[src/rtl/dbus_mmio_if.sv]
// Core data-port bundle between the core and dbus_mmio.
// master = core side, slave = dbus_mmio side.
interface dbus_mmio_if;
  logic [15:0] dat_a;
  logic [3:0]  dat_we;
  logic [31:0] dat_wd;
  logic [3:0]  dat_re;
  logic [31:0] dat_rd;

  modport master (
    output dat_a,
    output dat_we,
    output dat_wd,
    output dat_re,
    input  dat_rd
  );

  modport slave (
    input  dat_a,
    input  dat_we,
    input  dat_wd,
    input  dat_re,
    output dat_rd
  );
endinterface

[src/rtl/dbus_mmio.sv]
// Data-bus splitter: SRAM pass-through plus MMIO timer/GPIO/TX FIFO.
// Ports: clk, rst, bus (core data port), sram_*, gpio_o/i, timer_irq, tx_*.
module dbus_mmio #(
  parameter int TICK_DIV = 1,
  parameter int TX_DEPTH = 4,
  parameter int GPIO_W   = 8
) (
  input  logic              clk,
  input  logic              rst,
  dbus_mmio_if.slave        bus,
  output logic [15:0]       sram_a,
  output logic [3:0]        sram_we,
  output logic [31:0]       sram_wd,
  output logic [3:0]        sram_re,
  input  logic [31:0]       sram_rd,
  output logic [GPIO_W-1:0] gpio_o,
  input  logic [GPIO_W-1:0] gpio_i,
  output logic              timer_irq,
  output logic              tx_valid,
  output logic [7:0]        tx_data,
  input  logic              tx_ready
);

  localparam int PW = (TICK_DIV > 1) ? $clog2(TICK_DIV) : 1;
  localparam int AW = $clog2(TX_DEPTH);
  localparam int CW = AW + 1;

  function automatic logic [31:0] merge(
    input logic [31:0] old,
    input logic [31:0] wd,
    input logic [3:0]  we
  );
    logic [31:0] res;
    for (int i = 0; i < 4; i++) begin
      res[8*i +: 8] = we[i] ? wd[8*i +: 8] : old[8*i +: 8];
    end
    return res;
  endfunction

  logic              w_mmio;
  logic [2:0]        w_idx;
  logic [7:0]        w_sel;
  logic              w_wr;
  logic              w_rd;
  logic [31:0]       w_rdata;
  logic [31:0]       w_status;
  logic [31:0]       w_mtime_m;
  logic [31:0]       w_cmp_m;
  logic [GPIO_W-1:0] w_gpio_m;
  logic              w_tick;
  logic              w_pop;
  logic              w_push_req;
  logic              w_push;
  logic              w_full;
  logic              w_ovf_set;
  logic              w_ovf_clr;
  logic [31:0]       w_live;

  logic [PW-1:0]     r_presc;
  logic [31:0]       r_mtime;
  logic [31:0]       r_mtimecmp;
  logic              r_irq;
  logic [GPIO_W-1:0] r_gpio_o;
  logic [GPIO_W-1:0] r_sync1;
  logic [GPIO_W-1:0] r_sync2;
  logic [7:0]        r_mem [TX_DEPTH];
  logic [AW-1:0]     r_wr_ptr;
  logic [AW-1:0]     r_rd_ptr;
  logic [CW-1:0]     r_count;
  logic              r_ovf;
  logic              r_pend;
  logic              r_is_mmio;
  logic [31:0]       r_mmio_q;
  logic [31:0]       r_hold;

  assign w_mmio = bus.dat_a[15];
  assign w_idx  = bus.dat_a[2:0];
  assign w_sel  = 8'b1 << w_idx;
  assign w_wr   = w_mmio & (|bus.dat_we);
  assign w_rd   = |bus.dat_re;

  assign sram_a  = bus.dat_a;
  assign sram_wd = bus.dat_wd;
  assign sram_we = w_mmio ? 4'b0 : bus.dat_we;
  assign sram_re = w_mmio ? 4'b0 : bus.dat_re;

  assign w_mtime_m = merge(r_mtime, bus.dat_wd, bus.dat_we);
  assign w_cmp_m   = merge(r_mtimecmp, bus.dat_wd, bus.dat_we);

  always_comb begin
    w_gpio_m = r_gpio_o;
    for (int i = 0; i < GPIO_W; i++) begin
      if (bus.dat_we[i/8]) w_gpio_m[i] = bus.dat_wd[i];
    end
  end

  assign w_tick = (r_presc == PW'(TICK_DIV - 1));

  assign tx_valid   = (r_count != '0);
  assign tx_data    = r_mem[r_rd_ptr];
  assign w_full     = (r_count == CW'(TX_DEPTH));
  assign w_pop      = tx_valid & tx_ready;
  assign w_push_req = w_wr & w_sel[4] & bus.dat_we[0];
  // A pop frees a slot in the same cycle, so a full FIFO still accepts.
  assign w_push     = w_push_req & (~w_full | w_pop);
  assign w_ovf_set  = w_push_req & ~w_push;
  assign w_ovf_clr  = w_wr & w_sel[5] & bus.dat_we[0] & bus.dat_wd[3];

  assign w_status = {24'b0, 4'(r_count), r_ovf,
                     w_full, ~tx_valid, r_irq};

  always_comb begin
    w_rdata = '0;
    unique case (1'b1)
      w_sel[0]: w_rdata = r_mtime;
      w_sel[1]: w_rdata = r_mtimecmp;
      w_sel[2]: w_rdata = 32'(r_gpio_o);
      w_sel[3]: w_rdata = 32'(r_sync2);
      w_sel[5]: w_rdata = w_status;
      default:  w_rdata = '0;
    endcase
  end

  always_ff @(posedge clk) begin
    if (rst) begin
      r_presc    <= '0;
      r_mtime    <= '0;
      r_mtimecmp <= 32'hFFFF_FFFF;
      r_irq      <= 1'b0;
    end else begin
      r_presc <= w_tick ? '0 : r_presc + 1'b1;
      // Software write wins over the tick; prescaler keeps running.
      if (w_wr && w_sel[0]) r_mtime <= w_mtime_m;
      else if (w_tick)      r_mtime <= r_mtime + 32'd1;
      if (w_wr && w_sel[1]) r_mtimecmp <= w_cmp_m;
      r_irq <= (r_mtime >= r_mtimecmp);
    end
  end

  always_ff @(posedge clk) begin
    if (rst) begin
      r_gpio_o <= '0;
      r_sync1  <= '0;
      r_sync2  <= '0;
    end else begin
      if (w_wr && w_sel[2]) r_gpio_o <= w_gpio_m;
      r_sync1 <= gpio_i;
      r_sync2 <= r_sync1;
    end
  end

  always_ff @(posedge clk) begin
    if (rst) begin
      for (int i = 0; i < TX_DEPTH; i++) r_mem[i] <= '0;
      r_wr_ptr <= '0;
      r_rd_ptr <= '0;
      r_count  <= '0;
      r_ovf    <= 1'b0;
    end else begin
      if (w_push) begin
        r_mem[r_wr_ptr] <= bus.dat_wd[7:0];
        r_wr_ptr        <= r_wr_ptr + 1'b1;
      end
      if (w_pop) r_rd_ptr <= r_rd_ptr + 1'b1;
      unique case ({w_push, w_pop})
        2'b10:   r_count <= r_count + 1'b1;
        2'b01:   r_count <= r_count - 1'b1;
        default: r_count <= r_count;
      endcase
      if (w_ovf_set)      r_ovf <= 1'b1;
      else if (w_ovf_clr) r_ovf <= 1'b0;
    end
  end

  assign w_live     = r_is_mmio ? r_mmio_q : sram_rd;
  assign bus.dat_rd = r_pend ? w_live : r_hold;

  // r_hold keeps the last returned word so dat_rd is stable when idle.
  always_ff @(posedge clk) begin
    if (rst) begin
      r_pend    <= 1'b0;
      r_is_mmio <= 1'b0;
      r_mmio_q  <= '0;
      r_hold    <= '0;
    end else begin
      r_pend <= w_rd;
      if (w_rd) begin
        r_is_mmio <= w_mmio;
        if (w_mmio) r_mmio_q <= w_rdata;
      end
      if (r_pend) r_hold <= w_live;
    end
  end

  assign gpio_o    = r_gpio_o;
  assign timer_irq = r_irq;

endmodule

[src/flat_wrapper.sv]
// flat-port wrapper written by rule: the top's interface ports become plain ports
module dbus_mmio_flat 
#(
  parameter int TICK_DIV = 1,
  parameter int TX_DEPTH = 4,
  parameter int GPIO_W   = 8
)
  (clk, rst, sram_a, sram_we, sram_wd, sram_re, sram_rd, gpio_o, gpio_i, timer_irq, tx_valid, tx_data, tx_ready, bus_dat_a, bus_dat_we, bus_dat_wd, bus_dat_re, bus_dat_rd);
  dbus_mmio_if bus_i ();
  input  logic clk;
  input  logic rst;
  output logic [15:0] sram_a;
  output logic [3:0] sram_we;
  output logic [31:0] sram_wd;
  output logic [3:0] sram_re;
  input  logic [31:0] sram_rd;
  output logic [GPIO_W-1:0] gpio_o;
  input  logic [GPIO_W-1:0] gpio_i;
  output logic timer_irq;
  output logic tx_valid;
  output logic [7:0] tx_data;
  input  logic tx_ready;
  input wire logic [$bits(bus_i.dat_a)-1:0] bus_dat_a;
  input wire logic [$bits(bus_i.dat_we)-1:0] bus_dat_we;
  input wire logic [$bits(bus_i.dat_wd)-1:0] bus_dat_wd;
  input wire logic [$bits(bus_i.dat_re)-1:0] bus_dat_re;
  output wire logic [$bits(bus_i.dat_rd)-1:0] bus_dat_rd;
  assign bus_i.dat_a = bus_dat_a;
  assign bus_i.dat_we = bus_dat_we;
  assign bus_i.dat_wd = bus_dat_wd;
  assign bus_i.dat_re = bus_dat_re;
  assign bus_dat_rd = bus_i.dat_rd;
  dbus_mmio #(.TICK_DIV(TICK_DIV), .TX_DEPTH(TX_DEPTH), .GPIO_W(GPIO_W)) u_core (.clk(clk), .rst(rst), .bus(bus_i), .sram_a(sram_a), .sram_we(sram_we), .sram_wd(sram_wd), .sram_re(sram_re), .sram_rd(sram_rd), .gpio_o(gpio_o), .gpio_i(gpio_i), .timer_irq(timer_irq), .tx_valid(tx_valid), .tx_data(tx_data), .tx_ready(tx_ready));
endmodule
[config.mk]
export PLATFORM = sky130hd
export DESIGN_NAME = dbus_mmio_flat
export DESIGN_NICKNAME = d
export VERILOG_FILES = /design/src/rtl/dbus_mmio_if.sv /design/src/rtl/dbus_mmio.sv /design/src/flat_wrapper.sv
export SDC_FILE = /design/constraint.sdc
export NUM_CORES = 1
export LEC_CHECK = 0
export ABC_CLOCK_PERIOD_IN_PS = 2850
export BUFFER_PORTS_ARGS = -buffer_cell sky130_fd_sc_hd__buf_2
export CAP_MARGIN = 15
export CORE_ASPECT_RATIO = 1.1
export CORE_MARGIN = 4
export CORE_UTILIZATION = 45
export CTS_CLUSTER_SIZE = 28
export DETAILED_ROUTE_END_ITERATION = 8
export GPL_TIMING_DRIVEN = 0
export PLACE_DENSITY = 0.7
export SETUP_SLACK_MARGIN = 0.1
export SKIP_CTS_REPAIR_TIMING = 1
export SLEW_MARGIN = 40
export SYNTH_ARGS = -nofsm -noshare
export SYNTH_HDL_FRONTEND = slang
export SYNTH_SLANG_ARGS = --single-unit
[constraint.sdc]
create_clock -name clk -period 2.85 [get_ports clk]
set_clock_uncertainty 0.15 [all_clocks]
set_input_delay 0.7125 -clock clk [delete_from_list [all_inputs] [get_ports clk]]
set_output_delay 0.7125 -clock clk [all_outputs]
set_load 0.02 [all_outputs]
==> key figures <==
Timing
  • Final worst-path cycle share: 0.928
  • RSZ-0062 raised after global routing: false
  • Worst slew pin tran: 778 ps
  • Max-slew headroom: 0.477
  • Fmax: 378 MHz
  • Fin worst setup slack: 204 ps
  • Post-route minimum period: 2650 ps
  • Max-slew violations: 0
  • Fin. Hold Viols: 0
  • Final setup vio count: 0

Cells and area
  • Fin util: 0.547
  • Share of cells above drive strength 1: 0.239
  • # fillers: 2,029
  • P&R area growth vs syn: 19.1%
  • Multi-input gate area: 5120 sq um
  • Register area: 4290 sq um
  • Design Area, Final: 12,100 sq um
  • Fin nets: 1,458

Logic synthesis
  • Ys async rst share: 0
  • Most common cell in the netlist: dfxtp_1
  • Yosys top cell area share: 0.326
  • Top FF cell, synth: dfxtp_1
  • Post-synthesis compound-gate area fraction: 0.170
  • Top area cells in the synthesized netlist: dfxtp_1 33%, edfxtp_1 9.4%, mux2i_1 4.7%
  • Post-synth cell types: 71
  • Net Count, Synth: 1,251
  • Register area share after synthesis: 0.421
  • Post-synthesis simple-gate area fraction: 0.198
  • Syn Std Cell Area: 10,200 sq um
  • Post-synth EDFFs: 32
  • Adder-Cell Fraction of Synth Area: 0.0437
  • Biggest area consumer among synthesized cells: dfxtp_1
  • Largest family of logic cells by synthesized area: simple AND/OR/NAND/NOR gates
  • Mux share of post-synthesis cell area: 0.0770
  • Post-Synth XOR/XNOR Area: 0.00774
  • Mapped Avg Cell Area: 9.12 sq um
  • Ys Warns: 0
  • Synth cell count leaders: 166 x dfxtp_1, 100 x nor2_1, 72 x a21oi_1, 72 x nand2_1
  • Number of synthesized register bits: 198
  • Cells after Synth: 1,117

Setup path
  • Setup crit end kind: primary output
  • Worst setup SP type: register
  • Worst-path maximum fanout: 10
  • CP required: 1990 ps
  • R2R Setup Slk: 290 ps
  • Worst EP arrival: 1780 ps
  • CP Class: register to primary output

Drt
  • Routed length per instance: 18.7 microns
  • Detailed Route Iter0 Violations: 826
  • DRC: 0
  • Post-route ant nets: 0
  • Vias: 9,056
  • 1st-pass router iterations: 6
  • Post-Route WL: 30.5 mm
  • DR vias/cell: 5.55

Floorplanning
  • Die height: 166 microns
  • Effective utilization at floorplan: 0.459
  • Num rows: 57
  • Io pins: 205
  • Die Wd: 151 microns
  • Core ar.: 22,200 sq um
  • Die ar.: 25,100 sq um

Power
  • PnR Total Power: 6.15 mW
  • VDD IR-drop max: 403 uV
  • LEAKAGE: 5.36 nW
  • Pwr dens: 507 nW/um^2

Global routing
  • Vias in the first global route: 8,879
  • Initial antenna violation count: 2
  • Overall global routing resource usage: 0.242
  • First-pass GRT wire length: 48.0 mm
  • Largest net degree at the start of global routing: 19
  • Grt total ovfl: 0

Place
  • DP HPWL: 23.0 mm
  • Post-DP Area: 11,500 sq um
  • Final RePlAce weighted congestion: 0.958
  • Post-place setup slack: -512 ps
  • Port bufs: 190

Clocking
  • CTS Root Cell: clkbuf_16
  • Clock Sinks: 198
  • Max clock buf depth: 2
  • Clk slew on worst S/H paths: 70 ps
  • Clock latency on the worst-skew pair: 440 ps
  • H-tree depth: 4
  • CTS Buf Count: 17
  • TritonCTS clock tree: done

Job
  • Number of max-cap violations: 0

Status
  • Status: finished clean

Hold path
  • Worst min-delay path class: register to register
[placed cells by master (no fill, tap or decap), drive strengths merged, types with 34 or more instances in the layout]
cell type / instances
mux2i: 48
clkbuf: 81
inv: 52
a22o: 36
nand2: 72
a21oi: 73
ha: 34
dfxtp: 166
and2: 61
nor2: 100
buf: 252
[power by group]
part	internal [mW]	switching (mW)
Combinational	0.348	0.560
Clock	1.14	1.11
Sequential	2.94	0.0652
Total	4.42	1.73
[registers in the layout, indices dropped and copies added (netlist names), named ones only]
register and flops:
u_core.r_hold 32, u_core.r_mem 32, u_core.r_mmio_q 32, u_core.r_mtime 32
u_core.r_mtimecmp 32, u_core.gpio_o 8, u_core.r_sync1 8, u_core.r_sync2 8
u_core.r_count 3, u_core.r_rd_ptr 2, u_core.r_wr_ptr 2, u_core.r_is_mmio 1
u_core.r_ovf 1, u_core.r_pend 1, u_core.r_presc 1, u_core.timer_irq 1
[worst paths after layout]
check | from | to | cells after the start
max | u_core.r_is_mmio | bus_dat_rd[13] | 5
max reg2reg | u_core.r_count[0] | u_core.r_count[2] | 9
min | u_core.r_sync1[6] | u_core.r_sync2[6] | 1
min reg2reg | u_core.r_sync1[6] | u_core.r_sync2[6] | 1
[worst max-delay path, stage by stage (launching register included)]
cell,delay [ps]
dfxtp_1,310
clkbuf_2,180
clkbuf_4,280
mux2i_1,110
a21oi_1,250
buf_2,210
[final cells by class]
type	instances	share of cell area
clock buffer	20	0.0360
buffer	123	0.0565
inverter	48	0.0149
multi-input combinational	746	0.422
tap	295	0.0304
sequential	198	0.353
antenna	1	0.000206
clock inverter	12	0.00815
timing repair buffer	190	0.0784
[layer usage]
| metal | global-route usage | part of all wire |
|---|---|---|
| met1 | 0.332 | 0.43 |
| met2 | 0.379 | 0.46 |
| met5 | 0 | 0.00036 |
| met4 | 0.0915 | 0.030 |
| met3 | 0.0453 | 0.078 |
[logic make-up (layout without fill, tap and decap cells)]
family          after synthesis  in the layout
compound gates              251            251
xor+xnor                      9              9
fa+ha+maj                    35             35
buf+inv                     173            393
flops                       198            198
mux                          66             66
other cells                   1              2
simple gates                384            384
[metrics by stage]
| step | hold slack (ps) | setup TNS, ps | cells |
|---|---|---|---|
| final | 287 | 0 | 1633 |
| after detailed placement | 277 | -23700 | 1602 |
| after CTS | 293 | -7940 | 1634 |
| after global placement | 280 | -32410 | 1602 |
| after global routing | 314 | 0 | 1633 |
| after floorplan | 264 | 0 | 1117 |
Power figures use the tool's default switching activity.
